===== config.mk =====
export PLATFORM = sky130hd
export DESIGN_NAME = fetch_stage
export DESIGN_NICKNAME = d
export VERILOG_FILES = /design/src/rtl/fetch_stage.sv
export SDC_FILE = /design/constraint.sdc
export NUM_CORES = 1
export LEC_CHECK = 0
export ABC_AREA = 0
export BUFFER_PORTS_ARGS = -buffer_cell sky130_fd_sc_hd__clkbuf_2
export CAP_MARGIN = 20
export CORE_MARGIN = 3
export CORE_UTILIZATION = 48
export CTS_CLUSTER_DIAMETER = 80
export DETAILED_ROUTE_END_ITERATION = 7
export PLACE_DENSITY = 0.81
export SLEW_MARGIN = 20
export SYNTH_ARGS = -nofsm -noshare
export SYNTH_HDL_FRONTEND = slang
export SYNTH_SLANG_ARGS = --single-unit

===== constraint.sdc =====
create_clock -name clk -period 2.4 [get_ports clk]
set_input_delay 0.12 -clock clk [delete_from_list [all_inputs] [get_ports clk]]
set_output_delay 0.12 -clock clk [all_outputs]
set_load 0.01 [all_outputs]

===== src/rtl/fetch_stage.sv =====
// fetch_stage -- instruction-fetch stage of the image-filter processor.
//
// Holds the PC, drives a synchronous-read instruction memory (1-cycle read
// latency) and presents the fetched instruction to Decode, already split into
// fields, together with the PC+4 of that instruction.
//
// Ports:
//   clk, rst_n      clock (rising edge) and asynchronous active-low reset
//   stall_D         Decode cannot accept; hold PC, presented instruction, memory
//   branch_taken    redirect from execute; flushes the wrong-path fetch
//   branch_target   redirect byte address (low two bits ignored)
//   imem_addr       instruction-memory word address (pc_q[IMEM_AW+1:2])
//   imem_en         memory read enable; memory holds rdata while low
//   imem_rdata      instruction word, valid the cycle after imem_en
//   PCmas4_Out      PC of the presented instruction + 4
//   opcode, Rg_Out, Rp, Rs, imm24, imm16   instruction fields (0 on a bubble)
//   instr_valid     presented instruction is real
//   halted          fetch parked after a HALT opcode
module fetch_stage #(
    parameter logic [31:0] RESET_PC = 32'h0000_0000,
    parameter int unsigned IMEM_AW  = 10,
    parameter logic [3:0]  HALT_OP  = 4'hF
) (
    input  logic               clk,
    input  logic               rst_n,
    input  logic               stall_D,
    input  logic               branch_taken,
    input  logic [31:0]        branch_target,
    output logic [IMEM_AW-1:0] imem_addr,
    output logic               imem_en,
    input  logic [31:0]        imem_rdata,
    output logic [31:0]        PCmas4_Out,
    output logic [3:0]         opcode,
    output logic [3:0]         Rg_Out,
    output logic [3:0]         Rp,
    output logic [3:0]         Rs,
    output logic [23:0]        imm24,
    output logic [15:0]        imm16,
    output logic               instr_valid,
    output logic               halted
);

    typedef enum logic {RUN, HALT} state_t;

    state_t      fsm;
    logic [31:0] pc_q;
    logic [31:0] pc4_q;
    logic        valid_q;
    logic [31:0] instr;
    logic        halt_hit;

    // A bubble is presented as the all-zero NOP.
    always_comb begin
        instr = '0;
        if (valid_q) begin
            instr = imem_rdata;
        end
    end

    assign imem_addr = pc_q[IMEM_AW+1:2];
    assign imem_en   = ((fsm == RUN) && !stall_D) || branch_taken;

    // HALT is only acted on once Decode actually takes it, so a stalled HALT
    // stays presented until the stall clears.
    assign halt_hit = (fsm == RUN) && valid_q && (instr[31:28] == HALT_OP) && !stall_D;

    assign opcode      = instr[31:28];
    assign Rg_Out      = instr[27:24];
    assign Rp          = instr[23:20];
    assign Rs          = instr[19:16];
    assign imm24       = instr[23:0];
    assign imm16       = instr[15:0];
    assign PCmas4_Out  = pc4_q;
    assign instr_valid = valid_q;
    assign halted      = (fsm == HALT);

    always_ff @(posedge clk or negedge rst_n) begin
        if (!rst_n) begin
            pc_q    <= RESET_PC;
            pc4_q   <= '0;
            valid_q <= 1'b0;
            fsm     <= RUN;
        end else if (branch_taken) begin
            // The fetch issued this cycle is wrong-path, so the next
            // presented slot is a bubble even if Decode was stalled.
            pc_q    <= branch_target & ~32'd3;
            valid_q <= 1'b0;
            fsm     <= RUN;
        end else if (fsm == HALT) begin
            valid_q <= 1'b0;
        end else if (halt_hit) begin
            fsm     <= HALT;
            valid_q <= 1'b0;
        end else if (!stall_D) begin
            pc4_q   <= pc_q + 32'd4;
            valid_q <= 1'b1;
            pc_q    <= pc_q + 32'd4;
        end
    end

endmodule


* Word-level counts from Yosys, hierarchy flattened
Cells that the tools add are included.
Operators by class: add/subtract/negate cells 1, equality and inequality tests 5, multiplexer cells 12, bitwise gates (word level) 4, reduce and logical (&&, ||, !) cells 8
Operator list (count):
- 2-to-1 mux 32 bit | 5
- adder 32 x 3 -> 32 bit, second input constant | 1
- 2-to-1 mux 1 bit | 7
- == test 4 bit, second input constant | 1
- logical AND 1 bit | 4
- != test 2 bit, second input constant | 2
- != test 4 x 1 -> 1 bit, second input constant | 1
- inverter 1 bit | 4
- AND reduction 4 bit | 1
- AND reduction 3 bit | 1
- != test 2 x 1 -> 1 bit, second input constant | 1
- zero test 1 bit | 1
- logical OR 1 bit | 1
Storage, ports and cells: flip-flop bits (word level) 66, input port bits 68

* Logic depth before layout (Yosys ltp)
Gate-level depths: netlist of the first run.
depth in word-level cells 7, gate-level depth with buffers 7, depth with buffers taken out 6

* Worst setup path after synthesis of the first run
No wires, ideal clock.
path type register to register, from register pc_q[2], to register pc4_q[30], in the netlist PCmas4_Out[30], library setup time 0.127 ns, data arrival time 1.782 ns, slack 0.491 ns, stages on the path, launching flop included 7, path buffers 0, clock period less this slack 1.909 ns, cells stage by stage dfrtp_1 > ha_1 > nand3_4 > or4_4 > and3b_1 > xnor2_1 > o21ai_2
On the way: word-level cells in the longest chain between the ends 1
RTL lines:
- start, declared | RTL line 46 | logic [31:0] pc_q;
- start signal, assigned | RTL line 86 | pc_q <= branch_target & ~32'd3;
- start signal, assigned | RTL line 97 | pc_q <= pc_q + 32'd4;
- adder 32 x 3 -> 32 bit | RTL line 95 | pc4_q <= pc_q + 32'd4;
- end signal, assigned | RTL line 95
- end, declared | RTL line 47 | logic [31:0] pc4_q;
Every way passes these cells. A chain may end at the register's enable or synchronous reset.

* Worst setup path after layout of the first run
from register pc_q[4], to register pc_q[27]
On the way: word-level cells in the longest chain between the ends 5
RTL lines:
- adder 32 x 3 -> 32 bit | RTL line 97
- 2-to-1 mux 32 bit | RTL line 94 | end else if (!stall_D) begin
- 2-to-1 mux 32 bit | RTL line 91 | end else if (halt_hit) begin
- 2-to-1 mux 32 bit | RTL line 89 | end else if (fsm == HALT) begin
- 2-to-1 mux 32 bit | RTL line 83 | end else if (branch_taken) begin
Every way passes these cells. The select of a mux whose other input is x is not followed.

==> results.txt, run 1 <==
- Net count reported at finish: about 650
- CP Launch Type: register
- After detailed routing, the number of vias per cell comes to between 4 and 5.
- In this run the worst path has a maximum fanout of 10.
- Post-layout worst setup margin: about 0.29 ns
- Max-cap violations in this run came to 0.
- Fraction of layout cells with a size suffix above 1: 0.352
- During synthesis, Yosys emitted a total of 0 warnings.
- Status: finished, final reports clean
* Transition time at the pin with the least slew margin: roughly 0.78 ns
- The path class of the tightest hold or removal check is input pin to register.
- For the final routed database, the setup TNS stands at 0 ns.
- After synthesis, the netlist uses 38 different library cells.
- Count of standard-cell rows: 32
- Via count of the first global-routing pass: 3370
- Sum of routed wire length over all layers: slightly below 10 mm
- Die boundary height: roughly 96 µm
- Total global-route track usage: 0.220
- The repair_antennas step left the layout with diodes totalling 0.
- Once placement finished, the instance area stood at approximately 4500 µm².
- Via count: between 3000 and 4000
* DP HPWL: roughly 7.3 mm
- The share of the Yosys chip area taken by registers is 0.401.
- 169 I/O pins were placed.
* Post-synthesis register bit count: 62
- Max Slew Vio Count: 0
- Clk sinks: between 60 and 70
- The pre-antenna-repair detailed-routing pass consisted of 4 iterations.
* Post-DR wirelength/cell: roughly 14 µm
- Clock tree root driver cell: clkbuf_8
- Setup repair after global routing left no endpoint under its margin.
- The core region is a little under 8000 µm².
- Entering global routing, the biggest net connects 63 pins.
- Area taken by flip-flops and latches: ~1600 µm²
- At the placement stage, the worst setup path has a slack of between 0.3 and 0.4 ns.
* Count of nets left with antenna violations after detail routing: 0
- Clock skew on the completed layout was measured at slightly above 0.01 ns.
* Synthesis-to-finish area growth: 29.6%
- Floorplan die width: around 96 µm
- CP endpoint kind: register
- TritonCTS built the clock tree.
- Static leakage: between 2 and 2.5 nW
* Number of port buffers: about 160
* Power density of the placed cells: roughly 600 nW/µm²
- Starting density of the core: 0.498
* Gpl congestion: 0.816
- GR Overflow Total: 0
- Max Buffers Root-to-Sink: 2
* Async set-or-reset flop fraction in the synthesized netlist: 1.00
* FILL cells: 671
- Worst EP required: about 2.6 ns
* Worst VDD drop: around 0.00032 V
- Per-instance average area after synthesis: 8.91 µm²
* Setup violations, final: 0
* Minimum setup slack among reg-to-reg paths: between 0.2 and 0.3 ns
- Tcrit/Tclk final: 0.878
- The synthesized design contains 0 enable-type register cells.
- Headroom to the max-slew limit came out at 0.483.
* Area of the multi-input gates: 1940 µm²
* DRC errors left: 0
* Min Hold Slack: about 0.017 ns
- Clock-pin slew was measured on the worst setup and hold paths at roughly 0.07 ns.
- Number of failing hold endpoints at the final stage: 0
- Path type of the worst setup path: register to register
- Sum of internal, switching and leakage power: roughly 3 mW
- Once layout is done, the placed cells without fillers occupy 5010 µm².
- Data arrival time of the critical path: 2.34 ns
- Timing would allow up to 474 MHz.
* Overall die area: 9170 µm²
- Post-synth top flop: dfrtp_1
- The clock reaches the later pin of the worst-skew pair after between 0.3 and 0.4 ns.
- First-pass GRT wire length: 15.6 mm
- The H-tree was split into 3 levels.
* Number of cells produced by synthesis: about 430
- The initial antenna violation count came to 0.
* Time the worst path needs with I/O delays and setup: between 2 and 2.5 ns
- Buffers inserted during clock tree synthesis total 9.
- First-iteration detailed-routing DRC count: 124
- In this run the post-CTS setup repair buffer count came out at 0.
- In this run the cell area of the synthesized design comes to between 3000 and 4000 µm².
-- where the power goes --
| part | leakage, nW | total, mW | switching, mW | internal (mW) |
|---|---|---|---|---|
| sequential | 0.768 | 1.31 | 0.135 | 1.18 |
| combinational | 1.51 | 0.646 | 0.344 | 0.302 |
| clock | 0.116 | 1.07 | 0.427 | 0.641 |
| total | 2.39 | 3.03 | 0.906 | 2.12 |
-- sequential cells by signal (all words and copies together) (netlist names) --
| register | cells |
|---|---|
| PCmas4_Out | 30 |
| pc_q | 30 |
| halted | 1 |
| instr_valid | 1 |
-- routing by layer --
layer	vias to the layer above	global-route usage	wire (µm)
met5	-	0	0
met4	0	0.0829	187
met3	20	0.0422	651
met2	128	0.380	4780
met1	1582	0.270	4220
li1	1718	-	-
-- logic make-up (layout without fill, tap and decap cells) --
logic type,after synthesis,after routing,share of synthesized area
and+or+nand+nor,187,187,0.275
AOI/OAI and AO/OA,62,62,0.0845
DFF,62,62,0.401
buffers and inverters,61,214,0.0977
xor gates and xnor gates,57,57,0.129
muxes,3,3,0.00841
adders and majority gates,1,1,0.00324
other,1,2,0.000970
-- layout by cell type, fill, tap and decap left out, drive strengths merged --
cell type,count
nor3,7
nand2b,2
mux2i,1
and4,10
a21oi,1
dfrtp,62
ha,1
bufinv,2
mux2,2
nand4,12
a21o,1
and3,7
clkinv,2
dlygate4sd3,25
xnor2,25
nand3,16
a211oi,1
clkbuf,175
and3b,1
a2111oi,1
conb,2
inv,2
clkinvlp,1
buf,7
xor2,32
and2,37
nand2,75
or4,1
nor2,11
o21ai,58
or2,3
nor4,5
-- through the flow --
step           utilization  instances
5_1_grt              0.645        690
3_5_place_dp         0.583        649
6_report             0.645        690
2_1_floorplan            -        435
3_3_place_gp         0.583        649
4_1_cts              0.645        690
-- synth_stat cells, types with 3 or more instances --
cell type,number,area share
nand2_1,75,0.073
buf_2,5,0.0065
nand3_1,15,0.019
o21ai_1,5,0.0065
and2_1,37,0.060
nor4_2,3,0.0097
nor3_1,4,0.0052
dfrtp_1,62,0.40
and4_1,10,0.023
buf_4,36,0.070
xor2_1,32,0.072
nand4_1,9,0.015
nor3_2,3,0.0078
o21ai_0,52,0.067
clkbuf_1,17,0.017
xnor2_1,25,0.057
nor2_1,11,0.011
and3_1,7,0.011
-- repair_timing --
action	4_1_cts	5_1_grt
setup endpoints to repair	0	0
hold buffers	25	0
resized for setup	0	0
hold endpoints to repair	51	0
-- final timing paths --
kind	start	endpoint	cells past startpoint
min in group asynchronous	rst_n	PCmas4_Out[28]	2
hold reg to reg	PCmas4_Out[5]	PCmas4_Out[5]	2
setup / recovery	pc_q[4]	pc_q[27]	5
hold / removal	branch_target[30]	pc_q[30]	3
max in group asynchronous	rst_n	PCmas4_Out[10]	3
setup reg to reg	pc_q[4]	pc_q[27]	5
-- critical path, cell delays in order (launching register included) --
cell     delay [ns]
dfrtp_1        0.53
nand4_2        0.20
or2_0          0.52
nor4_2         0.37
xor2_1         0.10
mux2_2         0.27
-- cell type report --
class                   count  share of cell area
flip-flops and latches     62               0.310
inverters                   2             0.00150
repair buffers            196               0.229
clock inverters             5              0.0162
well taps                 102              0.0255
multi-input cells         312               0.388
clock buffers              11              0.0302
No activity file was read; power rests on OpenSTA's default activity.
==> run 2: changes to the inputs <==
PLACE_DENSITY = 0.77   (was 0.81)
==> results.txt, run 2 (synthesis gave the netlist of run 1 again) <==
- Status: finished, final reports clean
- The die covers about 9000 µm².
* Setup violations, final: 0
- In this run the horizontal extent of the chip is 95.7 µm.
- Router iterations before antenna repair: 4
- The clock period could shrink to 2.18 ns.
- Tcrit/Tclk final: 0.908
- Delay of the slowest cell on the worst path: 0.58 ns
- Post-detailed-placement cell area: 4530 µm²
- Cells along the critical path: ha_1 > nand3_4 > nor4_4 > nand4_1 > xor2_1 > o21ai_0
- Static leakage: ~2.4 nW
- The number of hold-slack violations in the final timing report is 0.
* Post-layout worst setup margin: around 0.22 ns
* CTS HTree Levels: 3
* Initial antenna violation count: 0
* Headroom to the max-slew limit: 0.449
- Count of nets left with antenna violations after detail routing: 0
- The worst-case IR drop observed on VDD is 0.000341 V.
- Via count: around 3400
- Max Buffers Root-to-Sink: 2
* Data arrival time of the critical path: around 2.4 ns
- The clock reaches the later pin of the worst-skew pair after 0.35 ns.
- Summed negative setup slack over all endpoints: 0 ns
- Highest Clock Rate: around 460 MHz
* Number of antenna cells inserted: 0
* Launching point of the worst reg2reg path: pc_q[2]
- GR Overflow Total: 0
* Setup repair after global routing missed its margin: false
- In the routed design, unresolved DRC markers number 0.
- CTS Buf Count: 9
* Count of standard-cell rows: 32
- After detailed routing, the number of vias per cell comes to roughly 4.9.
* Worst setup skew after layout: around 0.0050 ns
* FILL cells: 688
- Once layout is complete, the utilization of the core stands at 0.641.
- TritonCTS built the clock tree.
- Post-CTS timing repair inserted 0 buffers for setup.
- Startpoint of the most critical setup path: pc_q[2]
* Number of port buffers: between 150 and 200
- Fraction of layout cells with a size suffix above 1: 0.352
- After clock tree synthesis, the clock-pin slew on the worst setup and hold paths is roughly 0.07 ns.
- The total count of max-transition violations in the final report was 0.
* Crit path max fanout: 8
* Placement Setup Slack: roughly 0.32 ns
- Commonest cells after routing, fill and taps aside: clkbuf_2, nand2_1, dfrtp_1, o21ai_0, and2_1
- Entering global routing, the biggest net connects 63 pins.
* First-pass GRT wire length: around 16 mm
- Number of buffer and inverter stages on the critical path: 0
* Power density of the placed cells: roughly 580 nW/µm²
* Clock tree root driver cell: clkbuf_8
* Slowest CP cell: nor4_4
- HP Class: input pin to register
- At the end of routability-driven placement, the weighted congestion stood at roughly 0.84.
* Transition time at the pin with the least slew margin: between 0.8 and 0.9 ns
- Starting density of the core: 0.498
- The worst hold path begins at branch_target[8].
- The library cell used most frequently in the layout, excluding fill and tap cells, is clkbuf_2.
- From bottom edge to top edge, the die measures 95.7 µm.
* Post-cts gate resize count: 0
* IO Pins: ~170
* Worst EP required: 2.60 ns
- The detailed router finished its first iteration with 115 violations.
- The via count of the first global-routing pass came to 3331.
- CP endpoint kind: register
- After routing the design area is between 4000 and 5000 µm².
- The sequential cells in the finished layout cover a total of approximately 1600 µm².
- The region available for standard cell placement spans 7770 µm².
- The final layout contains between 600 and 700 nets.
- Sum of routed wire length over all layers: 9.92 mm
- Clk sinks: 62
- The worst setup path is launched from a register.
* Path type of the worst setup path: register to register
- Post-DR wirelength/cell: 14.4 µm
* Total global-route track usage: 0.222
* Synthesis-to-finish area growth: 28.7%
* DP HPWL: between 7 and 8 mm
- Area of the multi-input gates: just under 2000 µm²
* Cell family with the largest share of critical-path delay: simple AND/OR/NAND/NOR gates
- Count of maximum capacitance violations: 0
-- run 2: changes by cell type in the layout (fill, tap and decap cells not counted) --
cell / before / now
clkinv_2: 1 / 3
bufinv_16: 2 / 1
clkbuf_8: 11 / 10
-- run 2: per-layer routing --
metal | routed length [µm] | vias up | global-route usage
met1 | 4310 | 1573 | 0.284
met3 | 578 | 15 | 0.0414
met2 | 4870 | 113 | 0.377
met4 | 150 | 0 | 0.0746
met5 | 0 | - | 0
li1 | - | 1714 | -
-- run 2: worst paths after layout --
check / end / slack [ns] / depth (start not counted)
setup / recovery: pc_q[16] / 0.22 / 6
hold reg to reg: PCmas4_Out[13] / 0.48 / 2
hold / removal: pc_q[8] / 0.008 / 3
setup reg to reg: pc_q[16] / 0.22 / 6
max in group asynchronous: PCmas4_Out[3] / 1.34 / 3
min in group asynchronous: PCmas4_Out[23] / 0.41 / 2
-- run 2: worst reg2reg max path, stage by stage, from the launching register on --
cell,delay [ns]
dfrtp_1,0.46
ha_1,0.31
nand3_4,0.14
nor4_4,0.58
nand4_1,0.20
xor2_1,0.22
o21ai_0,0.12
-- run 2: layout make-up --
type / instances / area share
Inverter: 2 / 0.00151
Multi-Input combinational cell: 312 / 0.390
Timing Repair Buffer: 196 / 0.231
Tap cell: 102 / 0.0256
Sequential cell: 62 / 0.312
Clock inverter: 6 / 0.0123
Clock buffer: 10 / 0.0277
-- run 2: metrics by stage --
step           power (mW)  hold WS [ns]  cells
2_1_floorplan        1.69        -0.176    435
3_3_place_gp         1.93         0.237    649
3_5_place_dp         1.95         0.237    649
4_1_cts              2.92       0.00135    690
5_1_grt              3.05       0.00574    690
6_report             2.89       0.00756    690
-- run 2: timing repair --
action                     in CTS  in global routing
setup endpoints to repair       0                  0
hold endpoints to repair       54                  0
hold buffers                   25                  0
-- run 2: report_power, final --
group          internal (mW)  switching [mW]
Clock                  0.503           0.427
Combinational          0.302           0.345
Sequential              1.18           0.133
